[src/rtl/sd_pkg.sv]
// Shared types and helpers for the sigma-delta CIC decimator.
package sd_pkg;
  typedef enum logic [1:0] {PRIME0, PRIME1, RUN} prime_e;

  // bitstream level that stands for +1; the other level is -1
  localparam logic BS_POS = 1'b1;

  function automatic int sd_width(input int log2r);
    return 2 * log2r + 2;
  endfunction
endpackage

[src/rtl/sd_integrator.sv]
// W-bit wrap-around accumulator with enable, synchronous clear and async active-low reset.
module sd_integrator #(
  parameter int W = 14
) (
  input  logic         clk,
  input  logic         reset,
  input  logic         clr,
  input  logic         en,
  input  logic [W-1:0] inc,
  output logic [W-1:0] acc
);
  always_ff @(posedge clk or negedge reset) begin
    if (!reset)   acc <= '0;
    else if (clr) acc <= '0;
    else if (en)  acc <= acc + inc;
  end
endmodule

[src/rtl/sd_cic_decimator.sv]
// 2nd-order CIC decimator (ratio 2^LOG2R) turning a 1-bit sigma-delta stream into W-bit samples.
module sd_cic_decimator
  import sd_pkg::*;
#(
  parameter  int LOG2R = 6,
  localparam int W     = sd_width(LOG2R)
) (
  input  logic                clk,
  input  logic                reset,
  input  logic                bs_in,
  input  logic                bs_valid,
  input  logic                sync_clr,
  output logic signed [W-1:0] dout,
  output logic                dout_valid
);
  localparam int STAGES = 2;
  localparam logic [LOG2R-1:0] PH_LAST = '1;

  logic                 accept;
  logic [W-1:0]         x, i1, i2;
  logic [W-1:0]         d_prev, c1, c2, c1_new;
  logic [LOG2R-1:0]     phase;
  logic [STAGES:0]      vld_pipe;
  prime_e               state;

  // a bit arriving together with sync_clr is dropped
  assign accept = bs_valid & ~sync_clr;
  assign x      = (bs_in == BS_POS) ? W'(1) : {W{1'b1}};

  sd_integrator #(.W(W)) u_int1 (
    .clk(clk), .reset(reset), .clr(sync_clr), .en(accept), .inc(x),  .acc(i1)
  );
  sd_integrator #(.W(W)) u_int2 (
    .clk(clk), .reset(reset), .clr(sync_clr), .en(accept), .inc(i1), .acc(i2)
  );

  // i2 already holds the phase-last update when the strobe is seen
  assign c1_new = i2 - d_prev;

  // vld_pipe[0]: decimation strobe, [1]: output pending, [2]: dout_valid
  always_ff @(posedge clk or negedge reset) begin
    if (!reset) begin
      phase    <= '0;
      vld_pipe <= '0;
      d_prev   <= '0;
      c1       <= '0;
      c2       <= '0;
      dout     <= '0;
      state    <= PRIME0;
    end else if (sync_clr) begin
      phase    <= '0;
      vld_pipe <= '0;
      d_prev   <= '0;
      c1       <= '0;
      c2       <= '0;
      state    <= PRIME0;
    end else begin
      if (accept) phase <= phase + 1'b1;
      vld_pipe[0] <= accept && (phase == PH_LAST);
      vld_pipe[1] <= vld_pipe[0] && (state == RUN);
      vld_pipe[2] <= vld_pipe[1];
      if (vld_pipe[0]) begin
        d_prev <= i2;
        c1     <= c1_new;
        c2     <= c1_new - c1;
        case (state)
          PRIME0:  state <= PRIME1;
          PRIME1:  state <= RUN;
          default: state <= RUN;
        endcase
      end
      if (vld_pipe[1]) dout <= c2;
    end
  end

  assign dout_valid = vld_pipe[STAGES];
endmodule
[config.mk]
export PLATFORM = sky130hd
export DESIGN_NAME = sd_cic_decimator
export DESIGN_NICKNAME = d
export VERILOG_FILES = /design/src/rtl/sd_pkg.sv /design/src/rtl/sd_integrator.sv /design/src/rtl/sd_cic_decimator.sv
export SDC_FILE = /design/constraint.sdc
export NUM_CORES = 1
export LEC_CHECK = 0
export CAP_MARGIN = 25
export CORE_ASPECT_RATIO = 1.75
export CORE_MARGIN = 2
export CORE_UTILIZATION = 35
export DETAILED_ROUTE_END_ITERATION = 10
export MAX_ROUTING_LAYER = met4
export PLACE_DENSITY_LB_ADDON = 0.1
export RECOVER_POWER = 25
export SLEW_MARGIN = 5
export SYNTH_ARGS = -nofsm -noshare
export SYNTH_HDL_FRONTEND = slang
export SYNTH_SLANG_ARGS = --single-unit
[constraint.sdc]
create_clock -name clk -period 4.05 [get_ports clk]
set_input_delay 0.6075 -clock clk [delete_from_list [all_inputs] [get_ports clk]]
set_output_delay 0.6075 -clock clk [all_outputs]
set_load 0.01 [all_outputs]
==> out/results.ini <==
[critical_path]
cp_slowest_stage_delay_ns=0.41
worstPathArrival_ns=4.04
endpoint_kind=register
path_cells=inv_1 > ha_1 > fa_1 > nor2b_1 > o21ai_1 > a21boi_1 > o21a_1 > o21a_1 > nor2_1 > ha_1 > nand3_1 > a21boi_0 > a21oi_1 > and4_1 > a211oi_1 > xnor3_1 > o21ai_1
critical_path_buf_inv_count=1
path_class=register to register
critical_path_required_ns=4.32
cp_max_fo=7
crit_path_top_delay_cell=fa_1
cp_top_family=compound AO/OA/AOI/OAI gates
start_kind=register

[placement]
io_buffers=19
dp_hpwl_um=10000
dpl_cell_area_um2=6770
place.gp.congestion=0.869

[floorplanning]
dieWidth_um=106
rows=65
die-area_um2=19200
initial_core_util_pct=35.3
die_h_um=182
pin_count=20
core_um2=17900

[yosys]
syn_avg_cell_area_um2=9.43
synthTopCellsByCount=dfrtp_1 (95), nor2_1 (87), ha_1 (52)
synth_top_area_share_pct=37.6
async_flop_share_pct=100
synth_top_area_cell=dfrtp_1
mappedNetlistNets=731
synth_enable_flop_cells=0
synth_most_common_cell=dfrtp_1
ys.warnings.count=0
syn-cell-area_um2=6320
ys_types=66
syn_inst=670
synth-main-ff-cell=dfrtp_1
ys_ff_latch=95
seq_area_frac_synth_pct=37.6
synthTopCellsByArea=dfrtp_1 (38%), ha_1 (10%), mux2i_1 (6.5%)

[timing]
max_freq_mhz=266
worst_pin_slew_ns=2.65
rsz0062_at_grt=false
timing.setup.tns_ns=0
fin_skew_ns=0.00537
min_period_ns=3.76
slew_viol_final=47
finalHoldViolations=0
slew_headroom_pct=-76.8
setup_viol=0
post-route-period-util_pct=92.9

[clock_network]
clock_latency_ns=0.35
path_clk_slew_ns=0.06
cts_buffer_depth=2
cts_resized=0
htreeDepth=3
clock_sinks=95
cts_hold_buf=0
post-cts-setup-buffers=0
cts_tree=built
numCtsBuffers=9
cts_root_buf=clkbuf_16

[finish]
nets=748
syn2layout_area_growth_pct=11.3
antennaDiodeCount=0
final_core_util_pct=39.3
drive_gt1_share_pct=6.66
design_area_um2=7030
fill_cells=1800

[pwr]
internal_power_uw=1910
total_power_uw=2940
power_leakage_uw=0.00318
p_per_area_nw_per_um2=418
p_seq_share_pct=34.9
p_sw_share_pct=35.1
peakVddDrop_mv=0.159
combPwrFrac_pct=38.0
switchingPower_uw=1030
p_clk_share_pct=27.1

[run]
maxCapViolations=1

[drt]
drc=0
drtAntennaViolNets=0
first_pass_iters=4
drt-total-wl_um=13700
viasPerCell=5.18
first_iter_violations=150
routedWlPerCell_um=14.8
num_vias=4794

[global_routing]
grt_pass1_wl_um=23500
antenna_found_initial=0
overflow=0
grt.total_usage_pct=15.7
grt_pass1_vias=4934
grt_max_degree=49

[status]
violations=capacitance limit, slew limit
status=finished with violations

[min_path]
min_path_type=register to register

path summary, 6_finish.rpt:
| check | endpoint | slack (ns) | from | cells past startpoint |
|---|---|---|---|---|
| max in group asynchronous | u_int2.acc[13]$_DFFE_PN0P_ | 1.29 | reset | 2 |
| hold reg to reg | c2[13]$_DFFE_PN0P_ | 0.50 | c2[13]$_DFFE_PN0P_ | 2 |
| hold / removal | c2[13]$_DFFE_PN0P_ | 0.50 | c2[13]$_DFFE_PN0P_ | 2 |
| min in group asynchronous | dout[1]$_DFFE_PN0P_ | 1.08 | reset | 1 |
| setup / recovery | c2[13]$_DFFE_PN0P_ | 0.29 | u_int2.acc[0]$_DFFE_PN0P_ | 17 |
| setup reg to reg | c2[13]$_DFFE_PN0P_ | 0.29 | u_int2.acc[0]$_DFFE_PN0P_ | 17 |
sequential cells by signal (all words and copies together), names as in the netlist:
signal      cells
c1             14
c2             14
d_prev         14
dout           14
u_int1.acc     14
u_int2.acc     14
phase           6
vld_pipe        3
state           2
power groups by stage:
stage	Clock, uW	Combinational [uW]	Sequential (uW)
final	798	1120	1030
after global placement	0	1100	1040
after detailed placement	0	1120	1040
after floorplan	0	872	1030
after global routing	864	1260	1030
after CTS	830	1120	1030
cells in the final DEF (no fill, tap or decap), drive strengths merged, types with 3 or more instances in the layout:
cell type / count
nand2b: 12
a31oi: 5
nor2b: 12
nand2: 28
dfrtp: 95
clkbuf: 16
nand4: 4
o31ai: 6
or3: 8
clkdlybuf4s50: 17
and4: 4
o211ai: 4
o21bai: 3
xnor2: 18
fa: 4
or2: 3
mux2i: 41
a221o: 3
mux2: 17
nor2: 87
inv: 47
o21a: 10
o21ai: 31
buf: 7
nand3b: 9
nor3: 16
xor2: 11
a21o: 19
a211oi: 13
a21oi: 44
a21boi: 7
nand3: 6
ha: 52
o211a: 3
kinds of logic after synthesis:
| group | synth area share [%] |
|---|---|
| AOI/OAI and AO/OA | 17.7 |
| xor gates and xnor gates | 4.38 |
| adders and majority gates | 11.6 |
| buffers and inverters | 4.10 |
| DFF | 37.6 |
| muxes | 9.52 |
| and+or+nand+nor | 15.1 |
tightest hold or removal path, delay by kind of cell, from the launching register on:
kind	cells	cell delay [ns]
AO/OA/AOI/OAI	1	0.06
flip-flops	1	0.35
AND/OR/NAND/NOR	1	0.05
metal layers:
metal | share of wire, % | track usage [%] | wire (um) | up-vias
met1 | 41 | 16.4 | 5660 | 2290
li1 | - | - | - | 2412
met2 | 53 | 28.4 | 7320 | 62
met3 | 1.9 | 1.94 | 266 | 30
met4 | 3.6 | 8.11 | 494 | 0
met5 | 0 | - | 0 | -
per-stage QoR:
stage	hold slack (ns)	std cells	setup WS (ns)
after floorplan	0.312	670	0.851
after global placement	0.470	910	0.381
after detailed placement	0.487	910	0.307
after CTS	0.311	925	0.290
after global routing	0.520	925	0.0593
final	0.499	925	0.286
area by class of cell:
type | count | area, um^2 | area share [%]
multi-input combinational | 507 | 3680 | 52.4
sequential | 95 | 2380 | 33.8
tap | 234 | 293 | 4.16
clock buffer | 14 | 264 | 3.76
timing repair buffer | 26 | 229 | 3.26
inverter | 48 | 180 | 2.56
clock inverter | 1 | 5.00 | 0.0712
(Power assumes the default switching activity.)
